<file path="src/rtl/mem_wb_dump_if.sv">
// Byte-stream valid/ready link from the MEM/WB dump reader to the debug UART transmitter.
interface mem_wb_dump_if #(
  parameter int NB_BYTE = 8
);
  logic [NB_BYTE-1:0] tx_data;
  logic               tx_valid;
  logic               tx_ready;

  modport master (
    output tx_data,
    output tx_valid,
    input  tx_ready
  );

  modport slave (
    input  tx_data,
    input  tx_valid,
    output tx_ready
  );
endinterface

</file>
<file path="src/rtl/mem_wb_dump.sv">
// Snapshots the five MEM/WB latch words on request and streams them out byte-serially, LSB first.
// Define MEM_WB_DUMP_CHECKSUM_EN to append an XOR checksum byte after the data bytes.
module mem_wb_dump #(
  parameter int DATA_WIDTH = 32,
  parameter int NB_BYTE    = 8
) (
  input  logic                  clk,
  input  logic                  i_rst_n,
  input  logic [DATA_WIDTH-1:0] i_ctrl,
  input  logic [DATA_WIDTH-1:0] i_pc_next,
  input  logic [DATA_WIDTH-1:0] i_data,
  input  logic [DATA_WIDTH-1:0] i_alu,
  input  logic [DATA_WIDTH-1:0] i_instr,
  input  logic                  i_start,
  mem_wb_dump_if.master         tx,
  output logic                  o_busy,
  output logic                  o_done
);

  localparam int BPW    = DATA_WIDTH / NB_BYTE;
  localparam int BIDX_W = (BPW > 1) ? $clog2(BPW) : 1;
  localparam logic [BIDX_W-1:0] LAST_BYTE = BIDX_W'(BPW - 1);
  localparam logic [2:0]        LAST_WORD = 3'd4;

  typedef enum logic [1:0] {
    IDLE = 2'd0,
    SEND = 2'd1,
`ifdef MEM_WB_DUMP_CHECKSUM_EN
    CSUM = 2'd2,
`endif
    DONE = 2'd3
  } state_t;

  state_t state, state_next;

  logic [DATA_WIDTH-1:0] snap [5];
  logic [BIDX_W-1:0]     byte_idx;
  logic [2:0]            word_idx;
  logic [DATA_WIDTH-1:0] sel_word;
  logic [NB_BYTE-1:0]    sel_byte;
  logic [NB_BYTE-1:0]    tx_data;
  logic                  tx_valid;
  logic                  capture;
  logic                  send_xfer;
  logic                  last_xfer;

  assign capture   = (state == IDLE) && i_start;
  assign send_xfer = (state == SEND) && tx.tx_ready;
  assign last_xfer = send_xfer && (byte_idx == LAST_BYTE) && (word_idx == LAST_WORD);

  assign tx.tx_data  = tx_data;
  assign tx.tx_valid = tx_valid;

  always_ff @(posedge clk or negedge i_rst_n) begin
    if (!i_rst_n) begin
      for (int w = 0; w < 5; w++) begin
        snap[w] <= '0;
      end
    end else if (capture) begin
      snap[0] <= i_ctrl;
      snap[1] <= i_pc_next;
      snap[2] <= i_data;
      snap[3] <= i_alu;
      snap[4] <= i_instr;
    end
  end

  // Indices only move on an accepted byte, so the presented byte stays put while stalled.
  always_ff @(posedge clk or negedge i_rst_n) begin
    if (!i_rst_n) begin
      byte_idx <= '0;
      word_idx <= '0;
    end else if (capture) begin
      byte_idx <= '0;
      word_idx <= '0;
    end else if (send_xfer) begin
      if (byte_idx == LAST_BYTE) begin
        byte_idx <= '0;
        word_idx <= (word_idx == LAST_WORD) ? 3'd0 : word_idx + 3'd1;
      end else begin
        byte_idx <= byte_idx + BIDX_W'(1);
      end
    end
  end

  always_comb begin
    sel_word = '0;
    case (word_idx)
      3'd0:    sel_word = snap[0];
      3'd1:    sel_word = snap[1];
      3'd2:    sel_word = snap[2];
      3'd3:    sel_word = snap[3];
      3'd4:    sel_word = snap[4];
      default: sel_word = '0;
    endcase
    sel_byte = '0;
    for (int b = 0; b < BPW; b++) begin
      if (byte_idx == BIDX_W'(b)) begin
        sel_byte = sel_word[b*NB_BYTE +: NB_BYTE];
      end
    end
  end

`ifdef MEM_WB_DUMP_CHECKSUM_EN
  logic [NB_BYTE-1:0] csum;

  always_ff @(posedge clk or negedge i_rst_n) begin
    if (!i_rst_n) begin
      csum <= '0;
    end else if (capture) begin
      csum <= '0;
    end else if (send_xfer) begin
      csum <= csum ^ sel_byte;
    end
  end
`endif

  always_ff @(posedge clk or negedge i_rst_n) begin
    if (!i_rst_n) begin
      state <= IDLE;
    end else begin
      state <= state_next;
    end
  end

  // Outputs decode straight from state so reset clears them without waiting for a clock.
  always_comb begin
    state_next = state;
    tx_valid   = 1'b0;
    tx_data    = '0;
    o_busy     = 1'b0;
    o_done     = 1'b0;
    case (state)
      IDLE: begin
        if (i_start) begin
          state_next = SEND;
        end
      end
      SEND: begin
        tx_valid = 1'b1;
        tx_data  = sel_byte;
        o_busy   = 1'b1;
        if (last_xfer) begin
`ifdef MEM_WB_DUMP_CHECKSUM_EN
          state_next = CSUM;
`else
          state_next = DONE;
`endif
        end
      end
`ifdef MEM_WB_DUMP_CHECKSUM_EN
      CSUM: begin
        tx_valid = 1'b1;
        tx_data  = csum;
        o_busy   = 1'b1;
        if (tx.tx_ready) begin
          state_next = DONE;
        end
      end
`endif
      DONE: begin
        o_done     = 1'b1;
        state_next = IDLE;
      end
      default: begin
        state_next = IDLE;
      end
    endcase
  end

endmodule

</file>
<file path="src/flat_wrapper.sv">
// flat-port wrapper written by rule: the top's interface ports become plain ports
module mem_wb_dump_flat 
#(
  parameter int DATA_WIDTH = 32,
  parameter int NB_BYTE    = 8
)
  (clk, i_rst_n, i_ctrl, i_pc_next, i_data, i_alu, i_instr, i_start, o_busy, o_done, tx_tx_data, tx_tx_valid, tx_tx_ready);
  mem_wb_dump_if #(.NB_BYTE(NB_BYTE)) tx_i ();
  input  logic clk;
  input  logic i_rst_n;
  input  logic [DATA_WIDTH-1:0] i_ctrl;
  input  logic [DATA_WIDTH-1:0] i_pc_next;
  input  logic [DATA_WIDTH-1:0] i_data;
  input  logic [DATA_WIDTH-1:0] i_alu;
  input  logic [DATA_WIDTH-1:0] i_instr;
  input  logic i_start;
  output logic o_busy;
  output logic o_done;
  output wire logic [$bits(tx_i.tx_data)-1:0] tx_tx_data;
  output wire logic [$bits(tx_i.tx_valid)-1:0] tx_tx_valid;
  input wire logic [$bits(tx_i.tx_ready)-1:0] tx_tx_ready;
  assign tx_tx_data = tx_i.tx_data;
  assign tx_tx_valid = tx_i.tx_valid;
  assign tx_i.tx_ready = tx_tx_ready;
  mem_wb_dump #(.DATA_WIDTH(DATA_WIDTH), .NB_BYTE(NB_BYTE)) u_core (.clk(clk), .i_rst_n(i_rst_n), .i_ctrl(i_ctrl), .i_pc_next(i_pc_next), .i_data(i_data), .i_alu(i_alu), .i_instr(i_instr), .i_start(i_start), .tx(tx_i), .o_busy(o_busy), .o_done(o_done));
endmodule
</file>
<file path="config.mk">
export PLATFORM = sky130hd
export DESIGN_NAME = mem_wb_dump_flat
export DESIGN_NICKNAME = d
export VERILOG_FILES = /design/src/rtl/mem_wb_dump_if.sv /design/src/rtl/mem_wb_dump.sv /design/src/flat_wrapper.sv
export SDC_FILE = /design/constraint.sdc
export NUM_CORES = 1
export LEC_CHECK = 0
export CAP_MARGIN = 15
export CORE_ASPECT_RATIO = 1.25
export CORE_MARGIN = 10
export CORE_UTILIZATION = 45
export CTS_CLUSTER_DIAMETER = 100
export DETAILED_ROUTE_END_ITERATION = 7
export PLACE_DENSITY = 0.69
export SYNTH_ARGS = -nofsm -noshare
export SYNTH_HDL_FRONTEND = slang
export SYNTH_SLANG_ARGS = --single-unit
</file>
<file path="constraint.sdc">
create_clock -name clk -period 5.9 [get_ports clk]
set_input_delay 0.885 -clock clk [delete_from_list [all_inputs] [get_ports clk]]
set_output_delay 0.885 -clock clk [all_outputs]
set_load 0.01 [all_outputs]
</file>
; ---- After elaboration in Yosys (flattened, before gate mapping)
; Index checks and enable logic that the tools add are counted.
[totals]
inputBits = 164
wordCells = 50
regBits = 167
output_inout_bits = 11
[classes]
addsub = 2
eq_ne = 11
n_mux = 18
n_reduce_logical = 11
[ops]
columns = operator, n
row1 = one-hot mux 32 bit (5 select lines), 1
row2 = two-way mux 8 bit, 5
row3 = two-way mux 3 bit, 4
row4 = two-way mux 2 bit, 5
row5 = == test 2 bit (second input constant), 3
row6 = == test 3 x 2 -> 1 bit (second input constant), 2
row7 = == test 2 x 1 -> 1 bit (second input constant), 2
row8 = logical AND 1 bit, 4
row9 = logical NOT 2 bit, 2
row10 = one-hot mux 2 bit (2 select lines), 1
row11 = AND reduction 2 bit, 2
row12 = nonzero test 2 bit, 2
row13 = adder 3 x 1 -> 3 bit (second input constant), 1
row14 = == test 3 x 1 -> 1 bit (second input constant), 1
row15 = == test 3 bit (second input constant), 1
row16 = logical NOT 3 bit, 1
row17 = adder 2 x 1 -> 2 bit (second input constant), 1
row18 = two-way mux 1 bit, 2
row19 = inequality test 2 x 1 -> 1 bit (second input constant), 1
row20 = inequality test 2 bit (second input constant), 1

; ---- Longest topological paths before layout
; Gate-level depths: netlist of the first run.
[logic_depth]
depth_word = 7
depth_mapped = 11
ltp_nobuf = 6

; ---- Least setup slack after synthesis of the first run
; Ideal clock, no wire load.
[synth_path]
path_kind = register to output
start = register u_core.word_idx[2]
end = output port tx_tx_data[4]
path_slack_ps = 2738
t_required_ps = 5015
n_path_buf = 5
path_stages_with_launch = 11
t_arrival_ps = 2277
path_cell_list = dfrtp_1 -> buf_6 -> buf_2 -> buf_2 -> inv_1 -> ha_1 -> clkbuf_1 -> buf_2 -> a222oi_1 -> or2_0 -> a2111oi_1
[synth_between]
elab_chain_len = 7
word_cells_on_any_way = 11
[synth_rtl]
columns = element, line
row1 = start: declaration, mem_wb_dump.sv:38  ; logic [2:0] word_idx;
row2 = start signal: assignment, mem_wb_dump.sv:79  ; word_idx <= (word_idx == LAST_WORD) ? 3'd0 : word_idx + 3'd1;
row3 = "== test 3 bit, or another cell as far along", mem_wb_dump.sv:88  ; case (word_idx)
row4 = one-hot mux 32 bit (5 select lines) *, mem_wb_dump.sv:88
row5 = two-way mux 8 bit (3 in a row), mem_wb_dump.sv:98  ; if (byte_idx == BIDX_W'(b)) begin
row6 = two-way mux 8 bit *, mem_wb_dump.sv:98
row7 = two-way mux 8 bit *, mem_wb_dump.sv:133  ; case (state)
row8 = end: declaration, flat_wrapper.sv:19  ; output wire logic [$bits(tx_i.tx_data)-1:0] tx_tx_data;
; Every way passes the cells marked *; elsewhere a longest branch is shown, timed or not.

; ---- Worst setup path in the final report of the first run
[layout_path]
start = register u_core.word_idx[0]
end = output port tx_tx_data[6]
; Same word-level chain as after synthesis.

==> results of run 1 <==
[how the worst min path moves through the flow]
| stage | from | endpoint | slack, ns | cells after the start |
|---|---|---|---|---|
| after detailed placement | u_core.snap[155] | u_core.snap[155] | 0.46 | 2 |
| after global routing | i_rst_n | u_core.snap[54] | 0.40 | 1 |
| after floorplan | u_core.snap[21] | u_core.snap[21] | 0.44 | 2 |
| final | i_rst_n | u_core.snap[54] | 0.38 | 1 |
| after CTS | i_rst_n | u_core.snap[82] | 0.38 | 1 |
| after global placement | u_core.snap[150] | u_core.snap[150] | 0.45 | 2 |
[power by group through the flow]
stage          clock [mW]  combinational (mW)  sequential [mW]
2_1_floorplan           0                1.12             1.85
3_3_place_gp            0                1.62             2.01
3_5_place_dp            0                1.64             2.00
4_1_cts              1.17                1.65             1.99
5_1_grt              1.22                1.86             2.04
6_report             1.16                1.66             1.99
[metal layers]
layer	wire (microns)	up-vias	global-route usage (%)
met5	0	-	0
met4	317	0	5.770
met3	1652	21	5.509
met2	11750	204	33.15
met1	10270	3139	27.63
li1	-	3201	-
[cells in the mapped netlist, types with 3 or more instances]
master / count
a221o_1: 11
a21oi_1: 6
a2111oi_2: 5
nand2_1: 492
a311o_1: 3
inv_1: 8
buf_1: 6
buf_2: 18
nand3_1: 7
o22ai_1: 3
a222oi_1: 8
or2_0: 3
nor2_1: 9
buf_4: 5
a211oi_1: 6
clkbuf_1: 25
mux2i_1: 13
ha_1: 9
o211ai_1: 5
buf_6: 4
o21ai_0: 5
a22o_1: 10
a221oi_1: 10
dfrtp_1: 167
mux2_2: 11
a22oi_1: 11
[cell families after synthesis]
kind of cell | after synthesis
compound gates | 96
buf+inv | 67
mux | 24
simple gates | 529
flops | 167
fa+ha+maj | 9
[state kept, by name, summed over array words and instances, names as in the netlist]
name             flops
u_core.state         2
u_core.byte_idx      2
u_core.snap        160
u_core.word_idx      3
[layout by cell type, fill, tap and decap left out, types with 3 or more instances in the layout]
master           Yosys  routed
a2111oi_2            5       5
a211oi_1             6       6
a21oi_1              6       6
a221o_1             11      11
a221oi_1            10      10
a222oi_1             8       8
a22o_1              10      10
a22oi_1             11      11
a311o_1              3       3
buf_4                5       6
bufinv_16            0       3
clkbuf_16            0      17
clkbuf_8             0       3
clkdlybuf4s50_1      0     173
clkinv_4             0       3
dfrtp_1            167     166
ha_1                 9       9
inv_1                8       8
mux2_2              11      11
mux2i_1             13      13
nand2_1            492     491
nand3_1              7       7
nor2_1               9       9
o211ai_1             5       5
o21ai_0              5       5
o22ai_1              3       3
or2_0                3       3
[stage by stage]
stage	hold slack (ns)	instances	power, mW	area [sq um]
global placement	0.4538	1233	3.628	9562
floorplan	0.4386	892	2.969	7796
CTS	0.3828	1264	4.813	10180
detailed placement	0.4583	1233	3.643	9562
global route	0.4022	1265	5.116	10200
finish	0.3787	1265	4.813	10200
[final cells by class]
cell class | count | share of cell area (%)
timing repair buffer | 181 | 17.79
sequential | 167 | 40.96
inverter | 8 | 0.2943
clock inverter | 10 | 1.422
multi-input combinational | 658 | 32.22
clock buffer | 21 | 4.610
tap | 220 | 2.697
==> reports/metrics.yaml, run 1 <==
logic_synthesis:
  ys_ff_latch: 167
  synth.avg_cell_area_sq_um: 8.740
  synthesis.nets: 1065
  ys_async_sr_fraction_pct: 100.0
  synthMuxAreaShare_pct: 3.258
  ys_top_cells_by_area: "dfrtp_1 (54%), nand2_1 (24%), mux2i_1 (1.7%)"
  synth_area_leader_cell: "dfrtp_1"
  yosys.area.top_type_share_pct: 53.60
  synth-simple-area-share_pct: 26.66
  yosysWarnings: 0
  syn_area_sq_um: 7796
  syn_inst: 892
  seq_area_frac_synth_pct: 53.60
  synth-compound-area-share_pct: 10.69
  synthXorXnorAreaFrac_pct: 0
  ys_types: 49
  synth_top_family_by_area: "simple AND/OR/NAND/NOR gates"
  synth_ff_type: "dfrtp_1"
  synth_enable_flop_cells: 0
  yosys.area_share.adder_pct: 1.444
clocking:
  hold_buffers: 0
  cts_buffer_depth: 2
  numCtsBuffers: 17
  clock-sinks: 167
  post_cts_buffers: 0
  clk_latency_ns: 0.43
  cts_resized: 0
  clk_pin_slew_ns: 0.07
  cts_tree: "yes"
  h-tree-depth: 4
  cts_root_buffer: "clkbuf_16"
worst_setup_path:
  critPathMaxFanout: 15
  critPathKind: "register to output port"
  endpoint: "tx_tx_data[6]"
  path_cells: "inv_1, ha_1, buf_4, nand2_1, o22ai_1, a211oi_1, a2111oi_1, clkdlybuf4s50_1"
  max_stage_delay_ns: 0.65
  start_kind: "register"
  cp.required_ns: 5.02
  worstRegToRegCells: 5
  r2r_start: "u_core.state[0]"
  critical-path-top-delay-family: "buffers and inverters"
  endpoint_kind: "output port"
  crit_start: "u_core.word_idx[0]"
  crit_cells: 8
  reg2reg_slack_ns: 3.41
  worst_ep_arrival_time_ns: 3.57
  cp_slowest_cell: "clkdlybuf4s50_1"
  timing.rr.end: "u_core.snap[89]"
  path_buf_inv: 3
die:
  initial_core_util_pct: 46.10
  die_x_microns: 137.7
  die-area_sq_um: 23020
  core_sq_um: 16910
  ios: 175
  die_y_microns: 167.2
  rows: 53
power_and_ir_drop:
  pwr-share-comb_pct: 34.5
  power.share.sequential_pct: 41.4
  power_frac_clock_pct: 24.1
  peakVddDrop_mv: 0.2502
  p_int_mw: 3.068
  power.density_nw_per_um2: 471.7
  p_switching_mw: 1.745
  swShare_pct: 36.26
  p_leak_nw: 4.995
run_status:
  status: "finished clean"
layout:
  area_growth_pct: 30.89
  nFillCells: 1521
  nets: 1206
  n_antenna_cell: 0
  seq_area_sq_um: 4180
  finalCoreUtilization_pct: 60.35
  layout-drive-gt1-share_pct: 6.029
  multi_input_area_sq_um: 3288
timing:
  tightest_slew_ns: 1.012
  relSlewSlack_pct: 32.53
  hold_viol: 0
  fmaxAchievable_mhz: 224.3
  fin_skew_ns: 0.009345
  layout_min_cycle_time_ns: 4.458
  min_period_over_period_pct: 75.56
  setup_ws_ns: 1.442
  tns_ns: 0
  setup_viol: 0
  slew_viol_final: 0
  rsz0062_at_grt: "false"
global_route:
  grt_max_degree: 99
  antenna_found_initial: 0
  gr-usage-all-layers_pct: 20.94
  grt_overflow_total: 0
  grt_pass1_wl_mm: 37.36
  grt_pass1_vias: 6562
job:
  max_cap_violations: 0
place:
  io_buffers: 174
  hpwl_mm: 17.56
  place_congestion: 0.9619
  place_worst_setup_slack_ns: 1.747
hold_path:
  hold_path.class: "primary input to async pin"
drt:
  remaining_drc_errors: 0
  via_per_inst: 5.190
  routed_wl_mm: 23.99
  drt_iter0_drc: 565
  avgRoutedWirePerCell_microns: 18.97
  drtAntennaViolNets: 0
  first_pass_iters: 8
  vias: 6565
No activity file was read; power rests on OpenSTA's default activity.
==> run 2, diff against run 1 <==
Settings changed: PLACE_DENSITY 0.69 to 0.71.
Clock period 5.9 ns to 4.1 ns, I/O delays scaled along.
==> reports/metrics.yaml, run 2 (synthesized netlist as in run 1, its figures left out) <==
place:
  io_buffers: 174
  place_congestion: 0.9291
  hpwl_mm: 17.44
clocking:
  h-tree-depth: 4
  cts_buffer_depth: 2
  numCtsBuffers: 17
  cts_resized: 0
  clk_pin_slew_ns: 0.06
  clk_latency_ns: 0.43
  clock-sinks: 167
  cts_root_buffer: "clkbuf_16"
  post_cts_buffers: 0
  cts_tree: "yes"
  hold_buffers: 0
timing:
  fmaxAchievable_mhz: 251.8
  setup_viol: 0
  fin_skew_ns: 0.007234
  hold_viol: 0
  layout_min_cycle_time_ns: 3.972
  tns_ns: 0
  slew_viol_final: 0
  relSlewSlack_pct: 48.12
  tightest_slew_ns: 0.7782
  min_period_over_period_pct: 96.87
  rsz0062_at_grt: "false"
  fin_hold_ws_ns: 0.2415
global_route:
  grt_pass1_wl_mm: 37.39
  antenna_found_initial: 0
  gr-usage-all-layers_pct: 20.75
  grt_pass1_vias: 6935
  grt_overflow_total: 0
  grt_max_degree: 113
layout:
  nFillCells: 1466
  area_growth_pct: 31.89
  n_antenna_cell: 0
  layout-drive-gt1-share_pct: 6.369
  largest_reg_flops: 160
  regMostFlops: "u_core.snap"
  top_regs: "u_core.snap: 160 flops, u_core.word_idx: 3 flops"
  final_common_cell: "nand2_1"
  final_cell_mix: "nand2_1 (491), clkdlybuf4s50_1 (173), dfrtp_1 (166)"
  nets: 1213
worst_setup_path:
  max_stage_delay_ns: 0.67
  critPathMaxFanout: 33
  path_cells: "inv_1, ha_1, buf_4, a222oi_1, or2_0, a2111oi_1, clkdlybuf4s50_1"
  cp_slowest_cell: "clkdlybuf4s50_1"
  start_kind: "register"
  worst_ep_arrival_time_ns: 3.36
  cp.required_ns: 3.48
  critical-path-top-delay-family: "buffers and inverters"
  critPathKind: "register to output port"
  path_buf_inv: 3
  endpoint_kind: "output port"
power_and_ir_drop:
  p_leak_nw: 5.043
  power.density_nw_per_um2: 679.8
  peakVddDrop_mv: 0.4066
die:
  rows: 53
  die_x_microns: 137.7
  ios: 175
  die-area_sq_um: 23020
  core_sq_um: 16910
  initial_core_util_pct: 46.10
  die_y_microns: 167.2
run_status:
  status: "finished clean"
job:
  max_cap_violations: 0
drt:
  drt_iter0_drc: 675
  drtAntennaViolNets: 0
  routed_wl_mm: 23.77
  remaining_drc_errors: 0
  vias: 6712
  avgRoutedWirePerCell_microns: 18.69
  via_per_inst: 5.277
  first_pass_iters: 6
hold_path:
  hold_path.class: "primary input to async pin"
-- run 2: changes by cell type in the layout (fill, tap and decap cells not counted) --
cell / change
clkinvlp_4: -1
clkbuf_1: +3
clkinv_4: -3
buf_12: +3
bufinv_16: +1
buf_4: +5
buf_16: -1
-- run 2: worst register-to-register path, delay by kind of cell (launching register included) --
| kind | cells | cell delay (ns) |
|---|---|---|
| buf+inv | 1 | 0.43 |
| flops | 1 | 0.41 |
| simple gates | 4 | 1.20 |
-- run 2: routing by layer --
metal | routed length, microns | GRT usage (%) | vias up | part of all wire, %
met5 | 0 | 0 | - | 0
met4 | 580 | 6.815 | 0 | 2.4
met3 | 1565 | 5.210 | 46 | 6.6
met2 | 11580 | 33.19 | 238 | 49
met1 | 10040 | 26.75 | 3211 | 42
li1 | - | - | 3217 | -
-- run 2: cell type report --
| class | count | area (sq um) | share of cell area, % |
|---|---|---|---|
| clock inverters | 7 | 141.4 | 1.375 |
| flip-flops and latches | 167 | 4180 | 40.65 |
| multi-input cells | 658 | 3288 | 31.98 |
| repair buffers | 188 | 1886 | 18.34 |
| inverters | 8 | 30.03 | 0.2920 |
| clock buffers | 24 | 481.7 | 4.685 |
| well taps | 220 | 275.3 | 2.677 |
-- run 2: path summary, 6_finish.rpt --
check	start	end	slack, ns	depth (start not counted)
max in group asynchronous	i_rst_n	u_core.snap[29]	2.95	2
max reg2reg	u_core.state[0]	u_core.snap[107]	1.99	5
min	i_rst_n	u_core.snap[80]	0.24	1
min reg2reg	u_core.snap[115]	u_core.snap[115]	0.48	2
min in group clk	u_core.snap[115]	u_core.snap[115]	0.48	2
max	u_core.word_idx[2]	tx_tx_data[4]	0.13	7
-- run 2: where the power goes --
group	internal, mW	total (mW)	switching (mW)
Clock	1.07	1.70	0.634
Sequential	2.36	2.88	0.522
Combinational	1.08	2.41	1.33
Total	4.51	6.99	2.48
-- run 2: stage by stage --
| stage | area [sq um] | instances | power (mW) | setup slack (ns) | utilization [%] |
|---|---|---|---|---|---|
| floorplan | 7796 | 892 | 4.273 | 1.208 | - |
| global placement | 9659 | 1241 | 5.217 | 0.7055 | 57.12 |
| detailed placement | 9659 | 1241 | 5.271 | 0.6610 | 57.12 |
| CTS | 10280 | 1272 | 6.989 | 0.1953 | 60.81 |
| global route | 10280 | 1272 | 7.418 | 0.05677 | 60.81 |
| finish | 10280 | 1272 | 6.990 | 0.1285 | 60.81 |
==> run 3, diff against run 2 <==
Settings changed: CTS_CLUSTER_SIZE set to 25.
==> results of run 3 <==
Final layout, timing and power as in run 2 (identical DEF).
